$ cat config.mk
export PLATFORM = sky130hd
export DESIGN_NAME = hsv_core_issue_scoreboard
export DESIGN_NICKNAME = d
export VERILOG_FILES = /design/src/rtl/hsv_core_pkg.sv /design/src/rtl/hsv_core_issue_scoreboard_cnt.sv /design/src/rtl/hsv_core_issue_scoreboard.sv
export SDC_FILE = /design/constraint.sdc
export NUM_CORES = 1
export LEC_CHECK = 0
export CAP_MARGIN = 20
export CELL_PAD_IN_SITES_DETAIL_PLACEMENT = 2
export CELL_PAD_IN_SITES_GLOBAL_PLACEMENT = 2
export CORE_AREA = 3 3 179 181
export DETAILED_ROUTE_END_ITERATION = 8
export DIE_AREA = 0 0 182 184
export GPL_TIMING_DRIVEN = 0
export HOLD_SLACK_MARGIN = 0.1
export PLACE_DENSITY = 0.87
export SYNTH_ARGS = -nofsm -noshare
export SYNTH_HDL_FRONTEND = slang
export SYNTH_SLANG_ARGS = --single-unit
$ cat constraint.sdc
create_clock -name clk_core -period 9.79 [get_ports clk_core]
set_input_delay 2.4475 -clock clk_core [delete_from_list [all_inputs] [get_ports clk_core]]
set_output_delay 2.4475 -clock clk_core [all_outputs]
set_load 0.05 [all_outputs]
$ cat src/rtl/hsv_core_pkg.sv
// Shared types and defaults for the hsv_core issue-stage scoreboard.
package hsv_core_pkg;

    // Default geometry of the architectural register file
    localparam int SB_NUM_REGS = 32;
    localparam int SB_ADDR_W   = $clog2(SB_NUM_REGS);

    // Default width of each per-register pending-write counter
    localparam int SB_CNT_W    = 2;

    // Default writeback port count and payload width
    localparam int SB_NUM_WB   = 2;
    localparam int SB_DATA_W   = 64;

    typedef logic [SB_ADDR_W-1:0] reg_addr_t;
    typedef logic [SB_CNT_W-1:0]  sb_cnt_t;

    // One writeback retirement port
    typedef struct packed {
        logic      valid;
        reg_addr_t addr;
    } wb_port_t;

    // Largest value a pending counter of the given width can hold
    function automatic int sb_cnt_max(input int cnt_w);
        return (1 << cnt_w) - 1;
    endfunction

endpackage

$ cat src/rtl/hsv_core_issue_scoreboard_cnt.sv
// Per-register pending-write counter: +1 on issue, -n on n retirements,
// clamps at zero and reports underflow; clear wins over everything.
module hsv_core_issue_scoreboard_cnt
    import hsv_core_pkg::*;
#(
    parameter int CNT_W = SB_CNT_W,
    parameter int DEC_W = 2
) (
    input  logic             i_clk,
    input  logic             i_rst_n,
    input  logic             i_clr,
    input  logic             i_inc,
    input  logic [DEC_W-1:0] i_dec,
    output logic [CNT_W-1:0] o_value,
    output logic             o_underflow
);

    localparam int MAX = sb_cnt_max(CNT_W);

    logic [CNT_W-1:0] r_value;
    logic [CNT_W-1:0] w_next;
    int               w_net;

    // Net next count with underflow clamp; clear discards same-cycle events
    always_comb begin
        w_net       = int'(r_value) + int'(i_inc) - int'(i_dec);
        w_next      = r_value;
        o_underflow = 1'b0;
        if (i_clr) begin
            w_next = '0;
        end else if (w_net < 0) begin
            w_next      = '0;
            o_underflow = 1'b1;
        end else if (w_net > MAX) begin
            w_next = '1;
        end else begin
            w_next = CNT_W'(w_net);
        end
    end

    // Counter state register
    always_ff @(posedge i_clk or negedge i_rst_n) begin
        if (!i_rst_n) begin
            r_value <= '0;
        end else begin
            r_value <= w_next;
        end
    end

    assign o_value = r_value;

endmodule

$ cat src/rtl/hsv_core_issue_scoreboard.sv
// Issue-stage scoreboard: per-register pending-write counts gate a
// valid/ready issue handshake into a one-entry registered output stage.
module hsv_core_issue_scoreboard
    import hsv_core_pkg::*;
#(
    parameter int NUM_REGS = SB_NUM_REGS,
    parameter int NUM_WB   = SB_NUM_WB,
    parameter int CNT_W    = SB_CNT_W,
    parameter int DATA_W   = SB_DATA_W
) (
    input  logic                           clk_core,
    input  logic                           rst_core_n,
    input  logic                           flush_req,
    input  logic                           stall,
    input  logic                           valid_i,
    output logic                           ready_o,
    input  logic [$clog2(NUM_REGS)-1:0]    rs1_addr,
    input  logic [$clog2(NUM_REGS)-1:0]    rs2_addr,
    input  logic [$clog2(NUM_REGS)-1:0]    rd_addr,
    input  logic                           rd_we,
    input  logic [DATA_W-1:0]              data_i,
    input  logic [NUM_WB-1:0]              wb_valid,
    input  logic [NUM_WB*$clog2(NUM_REGS)-1:0] wb_addr,
    output logic                           valid_o,
    output logic [DATA_W-1:0]              data_o,
    output logic [NUM_REGS-1:0]            busy_mask,
    output logic                           err_o
);

    localparam int AW = $clog2(NUM_REGS);
    localparam int DW = $clog2(NUM_WB + 1);

    logic [CNT_W-1:0]  w_cnt [NUM_REGS];
    logic [NUM_REGS-1:0] w_uflow;
    logic              w_space;
    logic              w_hazard;
    logic              w_accept;
    logic              r_valid;
    logic [DATA_W-1:0] r_data;
    logic              r_err;

    assign w_cnt[0]   = '0;
    assign w_uflow[0] = 1'b0;

    // Hazard and handshake, from registered counters only (no bypass)
    always_comb begin
        w_space  = !r_valid || !stall;
        w_hazard = 1'b0;
        if (rs1_addr != '0 && w_cnt[rs1_addr] != '0) begin
            w_hazard = 1'b1;
        end
        if (rs2_addr != '0 && w_cnt[rs2_addr] != '0) begin
            w_hazard = 1'b1;
        end
        if (rd_we && rd_addr != '0 && w_cnt[rd_addr] == '1) begin
            w_hazard = 1'b1;
        end
        ready_o  = w_space && !w_hazard && !flush_req;
        w_accept = valid_i && ready_o;
    end

    for (genvar r = 1; r < NUM_REGS; r++) begin : g_reg
        logic          w_inc;
        logic [DW-1:0] w_dec;

        assign w_inc = w_accept && rd_we && (rd_addr == AW'(r));

        // Number of writeback ports retiring this register this cycle
        always_comb begin
            w_dec = '0;
            for (int unsigned p = 0; p < NUM_WB; p++) begin
                if (wb_valid[p] && wb_addr[p*AW +: AW] == AW'(r)) begin
                    w_dec = w_dec + DW'(1);
                end
            end
        end

        hsv_core_issue_scoreboard_cnt #(
            .CNT_W (CNT_W),
            .DEC_W (DW)
        ) u_cnt (
            .i_clk       (clk_core),
            .i_rst_n     (rst_core_n),
            .i_clr       (flush_req),
            .i_inc       (w_inc),
            .i_dec       (w_dec),
            .o_value     (w_cnt[r]),
            .o_underflow (w_uflow[r])
        );
    end

    // Busy view of the counters; x0 is never tracked
    always_comb begin
        busy_mask = '0;
        for (int unsigned r = 1; r < NUM_REGS; r++) begin
            busy_mask[r] = (w_cnt[r] != '0);
        end
    end

    // One-entry output stage; flush kills valid but leaves the payload
    always_ff @(posedge clk_core or negedge rst_core_n) begin
        if (!rst_core_n) begin
            r_valid <= 1'b0;
            r_data  <= '0;
        end else if (flush_req) begin
            r_valid <= 1'b0;
        end else if (w_space) begin
            r_valid <= w_accept;
            if (w_accept) begin
                r_data <= data_i;
            end
        end
    end

    // Sticky underflow flag, cleared only by reset
    always_ff @(posedge clk_core or negedge rst_core_n) begin
        if (!rst_core_n) begin
            r_err <= 1'b0;
        end else if (|w_uflow) begin
            r_err <= 1'b1;
        end
    end

    assign valid_o = r_valid;
    assign data_o  = r_data;
    assign err_o   = r_err;

endmodule

# Word level (Yosys, flattened, before mapping)
# Cells that the tools add are included.
op_classes:
  n_mul: 0
  order_cmp: 65
  n_reduce_logical: 145
  div: 0
  shift: 0
  add_sub_neg: 93
  eq_ne: 94
  n_mux: 231
  bitwise_logic: 4
op_table:
  columns: ["operator", "count"]
  rows:
  - ["32-bit by 3-bit greater-than comparator with 1-bit output, second input constant", 31]
  - ["32-bit by 1-bit < comparator with 1-bit output, second input constant", 31]
  - ["32-bit by 3-bit subtractor with 32-bit output", 31]
  - ["2-bit 2-to-1 mux", 130]
  - ["5-bit == test, second input constant", 48]
  - ["5-bit by 4-bit == test with 1-bit output, second input constant", 24]
  - ["1-bit logical AND", 101]
  - ["1-bit 2-to-1 mux", 98]
  - ["2-bit by 1-bit adder with 3-bit output", 31]
  - ["2-bit nonzero test", 34]
  - ["2-bit by 1-bit adder with 2-bit output, second input constant", 31]
  - ["5-bit by 3-bit == test with 1-bit output, second input constant", 12]
  - ["31-bit OR reduction", 1]
  - ["2-bit binary-select mux with 5-bit select", 3]
  - ["5-bit by 2-bit == test with 1-bit output, second input constant", 6]
  - ["6-bit greater-or-equal comparator, second input constant", 3]
  - ["5-bit inverter with 6-bit output", 3]
  - ["5-bit by 1-bit == test with 1-bit output, second input constant", 3]
  - ["5-bit nonzero test", 3]
  - ["1-bit zero test", 4]
  - ["3-bit AND reduction", 1]
  - ["2-bit == test, second input constant", 1]
  - ["1-bit logical OR", 1]
  - ["1-bit inverter", 1]
totals:
  mem_bits_ro: 0
  memories: 0
  input_bits: 97
  latchBits: 0
  reg_bits: 128
  wordCells: 666
  ram_bits: 0
  out_inout_bits: 99

# Depth between registers and ports, before layout
depth:
  depth_word: 21
  depth_mapped: 20
  ltp_nobuf: 16

# By module
# Synthesis repeated with hierarchy kept, for this count alone.
hier_totals:
  cells_unflattened: 1132
  area_unflattened_um2: 11528.6
by_module_without_submodules:
  columns: ["mod", "seq_area_each_um2", "cells_each", "area_per_inst_um2", "n_inst"]
  rows:
  - ["hsv_core_issue_scoreboard_cnt", 50.0, 19, 207.7, 31]
  - ["hsv_core_issue_scoreboard", 1651.6, 543, 5089.9, 1]

# Worst setup path after synthesis
# OpenSTA, ideal clock, no wires.
synth_path:
  path_type: "input to output"
  start: "in rs1_addr[0]"
  end: "out ready_o"
  n_path_buf: 1
  path_slack_ps: 2825
  arrival_time_ps: 4517
  path_stages: 6
  t_required_ps: 7343
  cell_sequence: "buf_2 mux4_2 nor3_1 nor4_1 or4b_4 nor2_1"
synth_between:
  elab_chain_cells: 12
  elab_cells_between_ends: 13
  cone_classes: "mux: 6; bitwise: 1; reduce/logical: 6"
synth_rtl:
  columns: ["element", "line_no", "rtl"]
  rows:
  - ["start, declared", "hsv_core_issue_scoreboard.sv:17", "input logic [$clog2(NUM_REGS)-1:0] rs1_addr,"]
  - ["5-bit inverter with 6-bit output (not written as such)", "hsv_core_issue_scoreboard.sv:49", "if (rs1_addr != '0 && w_cnt[rs1_addr] != '0) begin"]
  - ["2-bit binary-select mux with 5-bit select", "hsv_core_issue_scoreboard.sv:49", null]
  - ["2-bit 2-to-1 mux (not written as such) (2 in a row)", "hsv_core_issue_scoreboard.sv:49", null]
  - ["2-bit nonzero test", "hsv_core_issue_scoreboard.sv:49", null]
  - ["1-bit logical AND *", "hsv_core_issue_scoreboard.sv:49", null]
  - ["1-bit 2-to-1 mux *", "hsv_core_issue_scoreboard.sv:49", null]
  - ["1-bit 2-to-1 mux *", "hsv_core_issue_scoreboard.sv:52", "if (rs2_addr != '0 && w_cnt[rs2_addr] != '0) begin"]
  - ["1-bit 2-to-1 mux *", "hsv_core_issue_scoreboard.sv:55", "if (rd_we && rd_addr != '0 && w_cnt[rd_addr] == '1) begin"]
  - ["1-bit zero test *", "hsv_core_issue_scoreboard.sv:58", "ready_o = w_space && !w_hazard && !flush_req;"]
  - ["1-bit logical AND * (2 in a row)", "hsv_core_issue_scoreboard.sv:58", null]
  - ["end, declared", "hsv_core_issue_scoreboard.sv:16", "output logic ready_o,"]
# Mark *: on every way between the ends. The rest lies on a longest branch, timed or not. The select of a mux whose other input is x is not followed.

# Worst setup path in the final report
layout_path:
  start: "in rd_addr[1]"
  end: "out ready_o"
layout_between:
  elab_chain_cells: 10
  elab_cells_between_ends: 12
  cone_classes: "eq/ne: 1; mux: 4; bitwise: 1; reduce/logical: 6"
layout_rtl:
  columns: ["element", "line_no", "rtl"]
  rows:
  - ["start, declared", "hsv_core_issue_scoreboard.sv:19", "input logic [$clog2(NUM_REGS)-1:0] rd_addr,"]
  - ["5-bit inverter with 6-bit output (not written as such)", "hsv_core_issue_scoreboard.sv:55", null]
  - ["2-bit binary-select mux with 5-bit select", "hsv_core_issue_scoreboard.sv:55", null]
  - ["2-bit 2-to-1 mux (not written as such) (2 in a row)", "hsv_core_issue_scoreboard.sv:55", null]
  - ["2-bit == test", "hsv_core_issue_scoreboard.sv:55", null]
  - ["1-bit logical AND *", "hsv_core_issue_scoreboard.sv:55", null]
  - ["1-bit 2-to-1 mux *", "hsv_core_issue_scoreboard.sv:55", null]
  - ["1-bit zero test *", "hsv_core_issue_scoreboard.sv:58", null]
  - ["1-bit logical AND * (2 in a row)", "hsv_core_issue_scoreboard.sv:58", null]
# Marked as above.

==> metrics.md <==
| Metric | Value |
|---|---|
| Synth warn | `0` |
| Post-Place Setup Slack | `1100 ps` |
| Worst-Margin Slew | `821 ps` |
| Cell taking the most area after synthesis | `dfrtp_1` |
| Max Fclk | `118 MHz` |
| Core box area | `30600 µm²` |
| Hpwl dp | `35.4 mm` |
| Starting density of the core | `36.9%` |
| CP delay by family, top | `buffers and inverters` |
| Period utilization | `86.6%` |
| Synthesis-to-layout area growth | `26.6%` |
| Register area share after synthesis | `28.3%` |
| Setup Fix Bufs, Post-CTS | `0` |
| Synth top area cells | `dfrtp_1 28%, ha_1 17%, fa_1 11%, inv_1 10%, mux2_1 5.1%` |
| Min Tclk post-route | `8480 ps` |
| Setup CP Type | `in -> out` |
| Cells after synthesis | `1171` |
| Number of inserted diodes | `0` |
| Slew Limit Fails | `0` |
| Io pins | `196` |
| TritonRoute pass-1 iters | `6` |
| Pleak | `6.49 nW` |
| Final setup TNS | `0 ps` |
| Port bufs | `186` |
| Total GRT Usage | `27.0%` |
| DRT antenna net count | `0` |
| Post-Syn Nets | `1485` |
| Cell mode on critical path | `clkdlybuf4s50_1` |
| RSZ-0062 raised after global routing | `false` |
| Status | `complete, no violations` |
| Top_reg_cell synth | `dfrtp_1` |
| Vias | `9753` |
| Critical Path Start Type | `primary input` |
| Global-route wire length before repair | `68.5 mm` |
| Share of post-route cells with drive strength above 1 | `8.20%` |
| Rel. slew slack | `43.8%` |
| WP depth | `10` |
| Worst path bufs/invs | `4` |
| Worst hold stages | `1` |
| Die area | `33500 µm²` |
| Worst r2r path cells | `17` |
| Final worst slack | `1310 ps` |
| Root buffer cell | `clkbuf_16` |
| EDFF count, synth | `0` |
| Slowest Stage Delay on Critical Path | `780 ps` |
| Number of synthesized register bits | `128` |
| Total of max-cap violations | `0` |
| Max FO, Critical Path | `10` |
| Worst Path Arrival | `6030 ps` |
| CP cell instances | `clkdlybuf4s50_1 > buf_6 > clkbuf_1 > nand2_1 > o211ai_1 > nand4_1 > a2111oi_0 > or4b_4 > nor2_1 > clkdlybuf4s50_1` |
| Final setup fails | `0` |
| Inserted Clock Buffers | `17` |
| Max VDD drop | `122 µV` |
| Fin. Hold Viols | `0` |
| Unique cell type count in the Yosys netlist | `55` |
| Grt ovf | `0` |
| Power Total | `2.54 mW` |
| Drt via density | `5.46` |
| Reg clk slew, reported paths | `70 ps` |
| Die W | `182 µm` |
| PD cells | `177 nW/µm²` |
| CP Data Required Time | `7340 ps` |
| Finished Core Util | `46.8%` |
| Worst hold path class | `reg -> reg` |
| Clock Skew | `14.7 ps` |
| Worst setup EP type | `primary output` |
| Final wirelength | `44.4 mm` |
| Fillcell total | `3242` |
| Drc violations | `0` |
| Largest net degree at the start of global routing | `69` |
| Clock sinks | `128` |
| H-Tree Level Count | `4` |
| CTS tree | `yes` |
| Vias in the first global route | `11300` |
| Post-CTS sizing | `0` |
| Fin nets | `1691` |
| Gpl congestion | `0.925` |
| Wire per inst | `24.9 µm` |
| Antenna violations before repair | `0` |
| Async SR Flop Fraction | `100%` |
| Synth cell count leaders | `300 x inv_1, 155 x ha_1, 128 x dfrtp_1, 86 x nor2_1, 62 x fa_1` |
| Initial drt markers | `536` |
| Hold buffers post-CTS | `0` |
| CP max-delay cell | `a2111oi_0` |
| Top-area cell type share of the netlist area | `28.3%` |
| Cell Area, Synth | `11300 µm²` |
| CTS Buffer Depth | `2` |
| Synth Area per Inst | `9.65 µm²` |
| Clock latency on the worst-skew pair | `450 ps` |
| Most frequent cell after synthesis | `inv_1` |
| Die Ht | `184 µm` |
| Site Rows | `64` |
[power breakdown]
group	internal [mW]	total, mW	switching (mW)
sequential	0.647	0.733	0.0858
combinational	0.386	1.10	0.717
clock	0.422	0.700	0.278
total	1.46	2.54	1.08
[sequential cells by signal, summed over array words and instances (netlist names)]
register / flops
data_o: 64
err_o: 1
g.u_cnt.o_value: 62
valid_o: 1
[per-stage QoR]
| step | cell area (µm²) | hold WS, ps | std cells |
|---|---|---|---|
| global route | 14300 | 501 | 1786 |
| finish | 14300 | 481 | 1786 |
| CTS | 14300 | 482 | 1786 |
| detailed placement | 13700 | 466 | 1754 |
| global placement | 13700 | 456 | 1753 |
| floorplan | 11300 | 730 | 1171 |
[worst reg2reg max path, delay by kind of cell (launching register included)]
family	cells	cell delay [ps]
simple gates	9	3050
mux	1	480
flops	1	450
buf+inv	3	400
compound gates	2	740
fa+ha+maj	2	740
[path summary, 6_finish.rpt]
path	start	endpoint	slack [ps]
hold / removal	err_o	err_o	480
max in group asynchronous	rst_core_n	g_reg[2].u_cnt.o_value[0]	6980
setup / recovery	rd_addr[1]	ready_o	1310
hold reg to reg	err_o	err_o	480
setup reg to reg	g_reg[16].u_cnt.o_value[1]	err_o	3810
min in group asynchronous	rst_core_n	data_o[63]	2000
[kinds of logic after synthesis]
kind of cell               synth area share, %
AOI/OAI and AO/OA                         7.71
adders and majority gates                 28.1
and+or+nand+nor                           12.2
other                                   0.0332
DFF                                       28.3
buffers and inverters                     11.9
muxes                                     11.6
[final cells by class]
| cell class | count | area, µm² | area share [%] |
|---|---|---|---|
| inverters | 301 | 1130 | 7.90 |
| well taps | 396 | 495 | 3.46 |
| clock inverters | 12 | 156 | 1.09 |
| flip-flops and latches | 128 | 3200 | 22.4 |
| clock buffers | 20 | 467 | 3.26 |
| multi-input cells | 704 | 6750 | 47.2 |
| repair buffers | 187 | 1890 | 13.2 |
| plain buffers | 38 | 216 | 1.51 |
[cell usage in the layout (no fill, tap or decap), types with 6 or more instances in the layout]
cell type        synthesis  layout
a21oi_1                 12      12
a31oi_1                 58      58
buf_2                    8       8
buf_4                    7       7
buf_6                    5       6
clkbuf_1                14      14
clkbuf_16                0      17
clkdlybuf4s50_1          0     185
dfrtp_1                128     128
fa_1                    62      62
ha_1                   155     155
inv_1                  300     300
mux2_1                  51      51
mux2_2                  18      18
mux2i_1                  8       8
mux4_2                  19      19
nand2_1                 19      19
nand2b_1                39      39
nand3_1                 14      14
nand4_1                 10      10
nor2_1                  86      86
nor2b_1                 10      10
nor3_1                  43      43
o31ai_1                 29      29
or2_2                   12      12
[per-layer routing]
layer,global-route usage [%],up-vias,wire (µm)
li1,-,4285,-
met1,32.0,4952,17800
met2,48.0,417,22100
met3,5.80,99,2960
met4,10.5,0,1610
met5,0,-,0
No activity file was read; power rests on OpenSTA's default activity.
